File: config.mk
export PLATFORM = sky130hd
export DESIGN_NAME = cpu_id
export DESIGN_NICKNAME = d
export VERILOG_FILES = /design/src/rtl/cpu_pkg.sv /design/src/rtl/regfile.sv /design/src/rtl/cpu_id.sv
export SDC_FILE = /design/constraint.sdc
export NUM_CORES = 2
export LEC_CHECK = 0
export CORE_UTILIZATION = 50
export CTS_CLUSTER_DIAMETER = 50
export CTS_CLUSTER_SIZE = 20
export DETAILED_ROUTE_END_ITERATION = 7
export GPL_ROUTABILITY_DRIVEN = 0
export PLACE_DENSITY_LB_ADDON = 0.15
export SLEW_MARGIN = 20
export SYNTH_ARGS = -nofsm -noshare
export SYNTH_HDL_FRONTEND = slang
export SYNTH_HIERARCHICAL = 1
export SYNTH_SLANG_ARGS = --single-unit
File: constraint.sdc
create_clock -name clk -period 6.3 [get_ports clk]
set_input_delay 1.89 -clock clk [delete_from_list [all_inputs] [get_ports clk]]
set_output_delay 1.89 -clock clk [all_outputs]
set_load 0.02 [all_outputs]
File: src/rtl/cpu_pkg.sv
// Shared decode-stage types and MIPS encoding constants for the cpu_id slice.
package cpu_pkg;

  localparam logic [5:0] OpRtype = 6'h00;
  localparam logic [5:0] OpJ     = 6'h02;
  localparam logic [5:0] OpJal   = 6'h03;
  localparam logic [5:0] OpBeq   = 6'h04;
  localparam logic [5:0] OpBne   = 6'h05;
  localparam logic [5:0] OpAddi  = 6'h08;
  localparam logic [5:0] OpAddiu = 6'h09;
  localparam logic [5:0] OpSlti  = 6'h0a;
  localparam logic [5:0] OpSltiu = 6'h0b;
  localparam logic [5:0] OpAndi  = 6'h0c;
  localparam logic [5:0] OpOri   = 6'h0d;
  localparam logic [5:0] OpXori  = 6'h0e;
  localparam logic [5:0] OpLui   = 6'h0f;
  localparam logic [5:0] OpLw    = 6'h23;
  localparam logic [5:0] OpSw    = 6'h2b;

  localparam logic [5:0] FnSll  = 6'h00;
  localparam logic [5:0] FnSrl  = 6'h02;
  localparam logic [5:0] FnSra  = 6'h03;
  localparam logic [5:0] FnJr   = 6'h08;
  localparam logic [5:0] FnAdd  = 6'h20;
  localparam logic [5:0] FnAddu = 6'h21;
  localparam logic [5:0] FnSub  = 6'h22;
  localparam logic [5:0] FnSubu = 6'h23;
  localparam logic [5:0] FnAnd  = 6'h24;
  localparam logic [5:0] FnOr   = 6'h25;
  localparam logic [5:0] FnXor  = 6'h26;
  localparam logic [5:0] FnNor  = 6'h27;
  localparam logic [5:0] FnSlt  = 6'h2a;
  localparam logic [5:0] FnSltu = 6'h2b;

  typedef enum logic [3:0] {
    AluAdd, AluSub, AluAnd, AluOr, AluXor, AluNor,
    AluSlt, AluSltu, AluSll, AluSrl, AluSra, AluLui
  } alu_op_t;

  typedef struct packed {
    logic    reg_write;
    logic    mem_read;
    logic    mem_write;
    logic    branch;
    logic    jump;
    logic    alu_src;
    alu_op_t alu_op;
    logic    mem_to_reg;
    logic    link;
    logic    shift;
  } id_ctrl_t;

  localparam int unsigned CTRL_W = $bits(id_ctrl_t);

  localparam id_ctrl_t NOP_CTRL = '{
    reg_write:  1'b0,
    mem_read:   1'b0,
    mem_write:  1'b0,
    branch:     1'b0,
    jump:       1'b0,
    alu_src:    1'b0,
    alu_op:     AluAdd,
    mem_to_reg: 1'b0,
    link:       1'b0,
    shift:      1'b0
  };

  typedef enum logic [0:0] {StRun, StHalted} id_state_t;

  // True when the instruction reads rt as a source operand (R-type, branches, stores).
  function automatic logic uses_rt(input logic [5:0] op);
    return (op == OpRtype) || (op == OpBeq) || (op == OpBne) || (op == OpSw);
  endfunction

endpackage

File: src/rtl/regfile.sv
// 32x32 register file: two async read ports, one sync write port, r0 hardwired to zero,
// write-through bypass so a same-cycle write is visible on the read ports.
module regfile
  import cpu_pkg::*;
#(
  parameter int unsigned REG_DEPTH = 32
) (
  input  logic        clk,
  input  logic        clr,
  input  logic [4:0]  ra_addr,
  output logic [31:0] ra_data,
  input  logic [4:0]  rb_addr,
  output logic [31:0] rb_data,
  input  logic        we,
  input  logic [4:0]  waddr,
  input  logic [31:0] wdata
);

  logic [31:0] regs [REG_DEPTH];

  always_ff @(posedge clk) begin
    if (clr) begin
      for (int unsigned i = 0; i < REG_DEPTH; i++) begin
        regs[i] <= '0;
      end
    end else if (we && (waddr != '0)) begin
      regs[waddr] <= wdata;
    end
  end

  always_comb begin
    ra_data = '0;
    rb_data = '0;
    if (ra_addr != '0) begin
      ra_data = (we && (waddr == ra_addr)) ? wdata : regs[ra_addr];
    end
    if (rb_addr != '0) begin
      rb_data = (we && (waddr == rb_addr)) ? wdata : regs[rb_addr];
    end
  end

endmodule

File: src/rtl/cpu_id.sv
// MIPS instruction-decode stage with load-use hazard detection and the ID/EX register.
// Define ID_STALL_STATS_EN to add the saturating stall_count output.
module cpu_id
  import cpu_pkg::*;
#(
  parameter logic [31:0] RESET_PC  = 32'h0000_0000,
  parameter int unsigned REG_DEPTH = 32
) (
  input  logic              clk,
  input  logic              clr,
  input  logic [31:0]       if_current_pc,
  input  logic [31:0]       if_ins,
  input  logic [31:0]       if_cycle_count,
  input  logic              if_halt,
  input  logic              ex_flush,
  input  logic              wb_reg_write,
  input  logic [4:0]        wb_reg_addr,
  input  logic [31:0]       wb_reg_data,
  output logic              stall,
  output logic [31:0]       id_pc,
  output logic [31:0]       id_ins,
  output logic [CTRL_W-1:0] id_ctrl,
  output logic [31:0]       id_rs_data,
  output logic [31:0]       id_rt_data,
  output logic [4:0]        id_rs,
  output logic [4:0]        id_rt,
  output logic [4:0]        id_dest,
  output logic [31:0]       id_imm,
  output logic [4:0]        id_shamt,
  output logic [31:0]       id_cycle_count,
  output logic              id_halt
`ifdef ID_STALL_STATS_EN
  ,
  output logic [31:0]       stall_count
`endif
);

  id_state_t state_q;
  id_ctrl_t  id_ctrl_q;
  id_ctrl_t  dec_ctrl;
  logic [4:0]  dec_dest;
  logic [31:0] dec_imm;
  logic [31:0] rs_data, rt_data;
  logic [5:0]  op, funct;
  logic [4:0]  rs, rt, rd;
  logic        hazard, load_bubble, go_halt;

  assign op    = if_ins[31:26];
  assign rs    = if_ins[25:21];
  assign rt    = if_ins[20:16];
  assign rd    = if_ins[15:11];
  assign funct = if_ins[5:0];
  assign id_ctrl = id_ctrl_q;

  regfile #(
    .REG_DEPTH (REG_DEPTH)
  ) u_regfile (
    .clk     (clk),
    .clr     (clr),
    .ra_addr (rs),
    .ra_data (rs_data),
    .rb_addr (rt),
    .rb_data (rt_data),
    .we      (wb_reg_write),
    .waddr   (wb_reg_addr),
    .wdata   (wb_reg_data)
  );

  always_comb begin
    dec_ctrl = NOP_CTRL;
    dec_dest = '0;
    dec_imm  = {{16{if_ins[15]}}, if_ins[15:0]};
    case (op)
      OpRtype: begin
        dec_ctrl.reg_write = 1'b1;
        dec_dest = rd;
        case (funct)
          FnSll:          begin dec_ctrl.alu_op = AluSll; dec_ctrl.shift = 1'b1; end
          FnSrl:          begin dec_ctrl.alu_op = AluSrl; dec_ctrl.shift = 1'b1; end
          FnSra:          begin dec_ctrl.alu_op = AluSra; dec_ctrl.shift = 1'b1; end
          FnJr: begin
            dec_ctrl.reg_write = 1'b0;
            dec_ctrl.jump      = 1'b1;
            dec_dest           = '0;
          end
          FnAdd, FnAddu:  dec_ctrl.alu_op = AluAdd;
          FnSub, FnSubu:  dec_ctrl.alu_op = AluSub;
          FnAnd:          dec_ctrl.alu_op = AluAnd;
          FnOr:           dec_ctrl.alu_op = AluOr;
          FnXor:          dec_ctrl.alu_op = AluXor;
          FnNor:          dec_ctrl.alu_op = AluNor;
          FnSlt:          dec_ctrl.alu_op = AluSlt;
          FnSltu:         dec_ctrl.alu_op = AluSltu;
          default: begin
            dec_ctrl = NOP_CTRL;
            dec_dest = '0;
          end
        endcase
      end
      OpJ:  dec_ctrl.jump = 1'b1;
      OpJal: begin
        dec_ctrl.jump      = 1'b1;
        dec_ctrl.link      = 1'b1;
        dec_ctrl.reg_write = 1'b1;
        dec_dest           = 5'd31;
      end
      OpBeq, OpBne: begin
        dec_ctrl.branch = 1'b1;
        dec_ctrl.alu_op = AluSub;
      end
      OpAddi, OpAddiu, OpSlti, OpSltiu, OpAndi, OpOri, OpXori, OpLui: begin
        dec_ctrl.reg_write = 1'b1;
        dec_ctrl.alu_src   = 1'b1;
        dec_dest           = rt;
        case (op)
          OpSlti:  dec_ctrl.alu_op = AluSlt;
          OpSltiu: dec_ctrl.alu_op = AluSltu;
          OpAndi:  begin dec_ctrl.alu_op = AluAnd; dec_imm = {16'h0, if_ins[15:0]}; end
          OpOri:   begin dec_ctrl.alu_op = AluOr;  dec_imm = {16'h0, if_ins[15:0]}; end
          OpXori:  begin dec_ctrl.alu_op = AluXor; dec_imm = {16'h0, if_ins[15:0]}; end
          OpLui:   begin dec_ctrl.alu_op = AluLui; dec_imm = {if_ins[15:0], 16'h0}; end
          default: dec_ctrl.alu_op = AluAdd;
        endcase
      end
      OpLw: begin
        dec_ctrl.reg_write  = 1'b1;
        dec_ctrl.mem_read   = 1'b1;
        dec_ctrl.mem_to_reg = 1'b1;
        dec_ctrl.alu_src    = 1'b1;
        dec_dest            = rt;
      end
      OpSw: begin
        dec_ctrl.mem_write = 1'b1;
        dec_ctrl.alu_src   = 1'b1;
      end
      default: begin
        dec_ctrl = NOP_CTRL;
        dec_dest = '0;
      end
    endcase
    // Writes to r0 are discarded, so never advertise r0 as a live destination.
    if (dec_dest == '0) begin
      dec_ctrl.reg_write = 1'b0;
    end
  end

  assign hazard = id_ctrl_q.mem_read && (id_dest != '0) &&
                  ((id_dest == rs) || ((id_dest == rt) && uses_rt(op)));
  assign stall       = !clr && (state_q == StRun) && !ex_flush && hazard;
  assign load_bubble = (state_q == StHalted) || ex_flush || hazard || if_halt;
  assign go_halt     = (state_q == StRun) && if_halt && !ex_flush && !hazard;

  always_ff @(posedge clk) begin
    if (clr) begin
      state_q        <= StRun;
      id_pc          <= RESET_PC;
      id_ins         <= '0;
      id_ctrl_q      <= NOP_CTRL;
      id_rs_data     <= '0;
      id_rt_data     <= '0;
      id_rs          <= '0;
      id_rt          <= '0;
      id_dest        <= '0;
      id_imm         <= '0;
      id_shamt       <= '0;
      id_cycle_count <= '0;
      id_halt        <= 1'b0;
    end else begin
      if (load_bubble) begin
        id_pc      <= RESET_PC;
        id_ins     <= '0;
        id_ctrl_q  <= NOP_CTRL;
        id_rs_data <= '0;
        id_rt_data <= '0;
        id_rs      <= '0;
        id_rt      <= '0;
        id_dest    <= '0;
        id_imm     <= '0;
        id_shamt   <= '0;
      end else begin
        id_pc      <= if_current_pc;
        id_ins     <= if_ins;
        id_ctrl_q  <= dec_ctrl;
        id_rs_data <= rs_data;
        id_rt_data <= rt_data;
        id_rs      <= rs;
        id_rt      <= rt;
        id_dest    <= dec_dest;
        id_imm     <= dec_imm;
        id_shamt   <= if_ins[10:6];
      end
      if (state_q == StRun) begin
        id_cycle_count <= if_cycle_count;
      end
      if (go_halt) begin
        state_q <= StHalted;
        id_halt <= 1'b1;
      end
    end
  end

`ifdef ID_STALL_STATS_EN
  always_ff @(posedge clk) begin
    if (clr) begin
      stall_count <= '0;
    end else if (stall && (stall_count != 32'hFFFF_FFFF)) begin
      stall_count <= stall_count + 32'd1;
    end
  end
`endif

endmodule
* After elaboration in Yosys (flattened, before gate mapping)
Memory sizes are Yosys's and may differ from the RTL's. A register that Yosys moved wholly into a read port is not among the register bits. Cells that the tools add are included.
Word-level totals: bits of input ports 138, memories kept 1, word-level logic and storage cells 120, bits in registers 161, RAM bits 1024
Memories:
- u_regfile.regs | depth 32, bits a word 32, read ports 2, clocked after Yosys merged registers in 2, wr ports 32, RTL line regfile.sv:19 | logic [31:0] regs [REG_DEPTH];
Cells by class: multiplexer cells 25, eq/ne operators 29, reduce and logical (&&, ||, !) cells 43, bitwise logic cells 4
Operators by type and width (number):
- $eq A6 B6 Y1 const B | 12
- $mux W32 | 2
- $pmux W32 S2 | 1
- $eq A6 B4 Y1 const B | 9
- $pmux W4 S10 | 1
- $reduce_or A32 Y1 | 1
- $eq A6 B2 Y1 const B | 4
- $pmux W4 S6 | 1
- $reduce_bool A5 Y1 | 4
- $reduce_or A10 Y1 | 2
- $reduce_or A3 Y1 | 6
- $pmux W5 S3 | 1
- $mux W1 | 14
- $reduce_or A13 Y1 | 1
- $eq A6 B3 Y1 const B | 2
- $logic_not A6 Y1 | 2
- $pmux W4 S3 | 1
- $eq A5 B5 Y1 | 2
- $logic_and A1 B1 Y1 | 10
- $mux W5 | 2
- $reduce_or A9 Y1 | 1
- $reduce_or A2 Y1 | 4
- $reduce_or A8 Y1 | 1
- $logic_or A1 B1 Y1 | 7
- other kinds (4) | 10

* Longest topological paths before layout
depth in word-level cells 10, mapped depth 11, depth with buffers taken out 6

* Hierarchy
Netlist, hierarchy kept.
By module, submodules not included:
- regfile | times used 1, sequential area each 30749.5 um^2, cells each 3844, area each 55199.2 um^2
- cpu_id | times used 1, sequential area each 4204.0 um^2, cells each 610, area each 6746.5 um^2

* Worst setup path before layout
No wires, ideal clock.
kind in2out, from input port if_ins[26], to output port stall, slack 0.789 ns, arrival time 3.621 ns, stages on the path 6, path buffers 1, path through clkbuf_1 > nand4b_1 > o32a_1 > nor4b_4 > nor2_1 > nor4_1
On the way: word-level cells in the longest chain between the ends 8
Ends and longest elaborated chain:
- start: declaration | RTL line cpu_id.sv:12 | input logic [31:0] if_ins,
- $eq A6 B3 Y1 or $logic_not A6 Y1 (tied branches) | RTL line cpu_pkg.sv:72 | return (op == OpRtype) || (op == OpBeq) || (op == OpBne) || (op == OpSw);
- $logic_or A1 B1 Y1 (2 in series) | RTL line cpu_pkg.sv:72
- $logic_or A1 B1 Y1 (*) | RTL line cpu_pkg.sv:72
- $logic_and A1 B1 Y1 (*) | RTL line cpu_id.sv:148 | ((id_dest == rs) || ((id_dest == rt) && uses_rt(op)));
- $logic_or A1 B1 Y1 (*) | RTL line cpu_id.sv:148
- $logic_and A1 B1 Y1 (*) | RTL line cpu_id.sv:147 | assign hazard = id_ctrl_q.mem_read && (id_dest != '0) &&
- $logic_and A1 B1 Y1 (*) | RTL line cpu_id.sv:149 | assign stall = !clr && (state_q == StRun) && !ex_flush && hazard;
- end: declaration | RTL line cpu_id.sv:19 | output logic stall,
Every way passes the cells marked *; elsewhere a longest branch is shown, timed or not.

* Final worst setup path
from input port if_ins[31], to output port stall
Same word-level chain as after synthesis.

==> impl_metrics.csv <==
group,metric,value,unit
clock_network,tritoncts,"built",
yosys,yosys_cell_types,70,
layout,mostFrequentLayoutCell,"sky130_fd_sc_hd__and2_1",
routing,drc_errors,0,
setup_path,worst_ep_arrival_time,3.97,ns
sta,worst_pin_slew,1.12,ns
global_routing,antenna_violations_before_repair,14,
setup_path,timing.reg2reg.setup_slack,3.28,ns
floorplan,floorplan.die_area,125000,µm²
yosys,synth-warning-count,6,
clock_network,cts_hold_repair.buffers,0,
place,dp_slack,0.0434,ns
yosys,postSynthRegisterBits,1234,
floorplan,die_w,354,µm
sta,timing.final.crit_period,5.86,ns
sta,worst_slew_margin_rel,24.8,%
power_and_ir_drop,vdd_ir_drop_max,318,µV
clock_network,clk_pin_slew,0.06,ns
routing,first_iter_violations,5829,
clock_network,cts_root_buffer,"sky130_fd_sc_hd__clkbuf_16",
yosys,postSynth.asyncResetShare,0,%
routing,drt-pass1-iter-count,8,
setup_path,critPathCaptureType,"primary output",
outcome,outcome,"finished clean",
global_routing,grt_pass1_vias,40605,
power_and_ir_drop,clock_power_share,41.5,%
power_and_ir_drop,switchingPower,5170,µW
clock_network,number_of_buffers_created_by_cts,137,
sta,worst_hold_slack,0.493,ns
sta,hold_violations,0,
yosys,synth_flop_cell,"sky130_fd_sc_hd__edfxtp_1",
routing,viasPerCell,6.47,
floorplan,chipHeight,354,µm
flow_run,max_cap_violations,0,
routing,antenna_left,0,
clock_network,worst_skew_pair.late_latency,0.78,ns
clock_network,postCtsSetupBuffers,0,
setup_path,worst_setup_path_start_kind,"primary input",
global_routing,grt_first_pass_wirelength,298,mm
setup_path,worstPathMaxFanout,4,
layout,share_of_final_layout_standard_cells_stronger_than_drive_strength_1,18.4,%
floorplan,ioPinCount,365,
floorplan,initial_utilization,50.6,%
global_routing,grt.total_usage,33.4,%
sta,final_critical_path_setup_slack,0.442,ns
place,dpl.hpwl,126,mm
power_and_ir_drop,intPower,15000,µW
min_path,worst_hold_path_type,"reg2reg",
clock_network,clock_tree.buffer_depth,3,
global_routing,grt_start_max_net_pins,165,
layout,design.final.nets,4834,
setup_path,required,4.41,ns
routing,avgRoutedWirePerCell,32.8,µm
sta,finalCritPeriodShare,93.0,%
global_routing,grt.overflow.total,0,
sta,setup_total_negative_slack,0,ns
place,port_bufs,364,
routing,aggregate_routed_wire_length,211,mm
floorplan,core-area,122000,µm²
sta,achievable-frequency,171,MHz
floorplan,std_cell_rows,128,
sta,setup_violations,0,
yosys,syn-mean-instance-area,13.9,µm²
power_and_ir_drop,p_comb_share,11.5,%
yosys,netlist_instances,4454,
power_and_ir_drop,leakage,0.0256,µW
routing,route.vias.total,41684,
sta,timing.clock.skew,0.0233,ns
clock_network,clock_sinks,1234,
yosys,yosysSeqAreaShare,56.4,%
sta,rsz0062_at_grt,"no",
layout,area_added_between_synthesis_and_finish,16.3,%
setup_path,worst-setup-path-type,"in2out",
power_and_ir_drop,powerDensity,279,nW/µm²
yosys,post_synth_instance_area,61900,µm²
yosys,synth_edf_count,1024,
layout,commonest_cells_after_routing_fill_and_taps_aside,"sky130_fd_sc_hd__and2_1, sky130_fd_sc_hd__edfxtp_1, sky130_fd_sc_hd__mux4_2",
clock_network,h-tree-depth,4,
power_and_ir_drop,seq_power_share,47.0,%
sta,report.final.slew_viol_count,0,
power_and_ir_drop,switching_share,25.7,%
clock_network,cts_resized,0,
==> sequential cells by signal, indices dropped and copies added, names as in the netlist <==
register	cells
u_regfile/regs	1024
id_cycle_count	32
id_imm	32
id_ins	32
id_pc	32
id_rs_data	32
id_rt_data	32
id_ctrl	12
id_dest	5
state_q	1
==> synth_stat cells, types with 38 or more instances <==
cell type / count / area (µm²)
sky130_fd_sc_hd__a211oi_1: 41 / 308
sky130_fd_sc_hd__mux2i_1: 322 / 3220
sky130_fd_sc_hd__nand2_1: 108 / 405
sky130_fd_sc_hd__buf_2: 85 / 425
sky130_fd_sc_hd__a21oi_1: 82 / 410
sky130_fd_sc_hd__a22oi_1: 86 / 646
sky130_fd_sc_hd__o21ai_0: 38 / 190
sky130_fd_sc_hd__o221ai_1: 47 / 412
sky130_fd_sc_hd__mux4_2: 358 / 8060
sky130_fd_sc_hd__and2_1: 1120 / 7010
sky130_fd_sc_hd__o22ai_1: 75 / 469
sky130_fd_sc_hd__edfxtp_1: 1024 / 30700
sky130_fd_sc_hd__nor2_1: 97 / 364
sky130_fd_sc_hd__dfxtp_1: 210 / 4200
sky130_fd_sc_hd__clkbuf_1: 301 / 1130
==> final timing paths <==
check	start	endpoint	cells after the start
max	if_ins[31]	stall	7
min reg2reg	id_cycle_count[5]$_SDFFE_PP0N_	id_cycle_count[5]$_SDFFE_PP0N_	2
min	id_cycle_count[5]$_SDFFE_PP0N_	id_cycle_count[5]$_SDFFE_PP0N_	2
max reg2reg	id_dest[1]$_SDFF_PP0_	id_rt_data[29]$_SDFF_PP0_	7
==> worst max-delay path: stages <==
cell	delay, ns
sky130_fd_sc_hd__clkdlybuf4s50_1	0.47
sky130_fd_sc_hd__or2_2	0.33
sky130_fd_sc_hd__o32a_1	0.38
sky130_fd_sc_hd__nor4b_4	0.29
sky130_fd_sc_hd__nor2_1	0.15
sky130_fd_sc_hd__nor4_1	0.19
sky130_fd_sc_hd__dlymetal6s2s_1	0.27
==> cell families after synthesis <==
kind of cell           synth area share, %
AO/OA/AOI/OAI                         6.11
XOR/XNOR                             0.297
buffers and inverters                 3.88
flip-flops                            56.4
multiplexers                          18.8
other                              0.00605
AND/OR/NAND/NOR                       14.5
==> power by group through the flow <==
stage          clock network [µW]  registers [µW]  logic [µW]
2_1_floorplan                   0            9600        1310
3_3_place_gp                    0            9590        2270
3_5_place_dp                    0            9620        2270
4_1_cts                      8430            9440        2280
5_1_grt                      8740            9490        2390
6_report                     8350            9450        2320
==> per-stage QoR <==
| step | total power, µW | utilization [%] | instances | instance area (µm²) |
|---|---|---|---|---|
| after detailed placement | 11900 | 55.0 | 6182 | 67300 |
| after floorplan | 10900 | - | 4485 | 62100 |
| final | 20100 | 58.9 | 6441 | 72000 |
| after global placement | 11900 | 55.0 | 6182 | 67300 |
| after CTS | 20200 | 58.9 | 6437 | 72000 |
| after global routing | 20600 | 58.9 | 6440 | 72000 |
==> per-layer routing <==
layer	vias to the layer above	routed length (µm)	GRT usage (%)
met5	-	40	0
li1	17270	-	-
met3	551	24800	8.14
met4	6	12100	17.6
met2	2860	94300	50.7
met1	20997	80100	44.8
==> final cells by class <==
type / count / area, µm²
Timing Repair Buffer: 541 / 5310
Clock buffer: 156 / 3700
Sequential cell: 1234 / 35000
Multi-Input combinational cell: 2773 / 25000
Inverter: 9 / 33.8
Fill cell: 9566 / 50300
Clock inverter: 99 / 988
Tap cell: 1625 / 2030
Antenna cell: 4 / 10.0
Note: power is estimated with default switching activity, not from simulation.
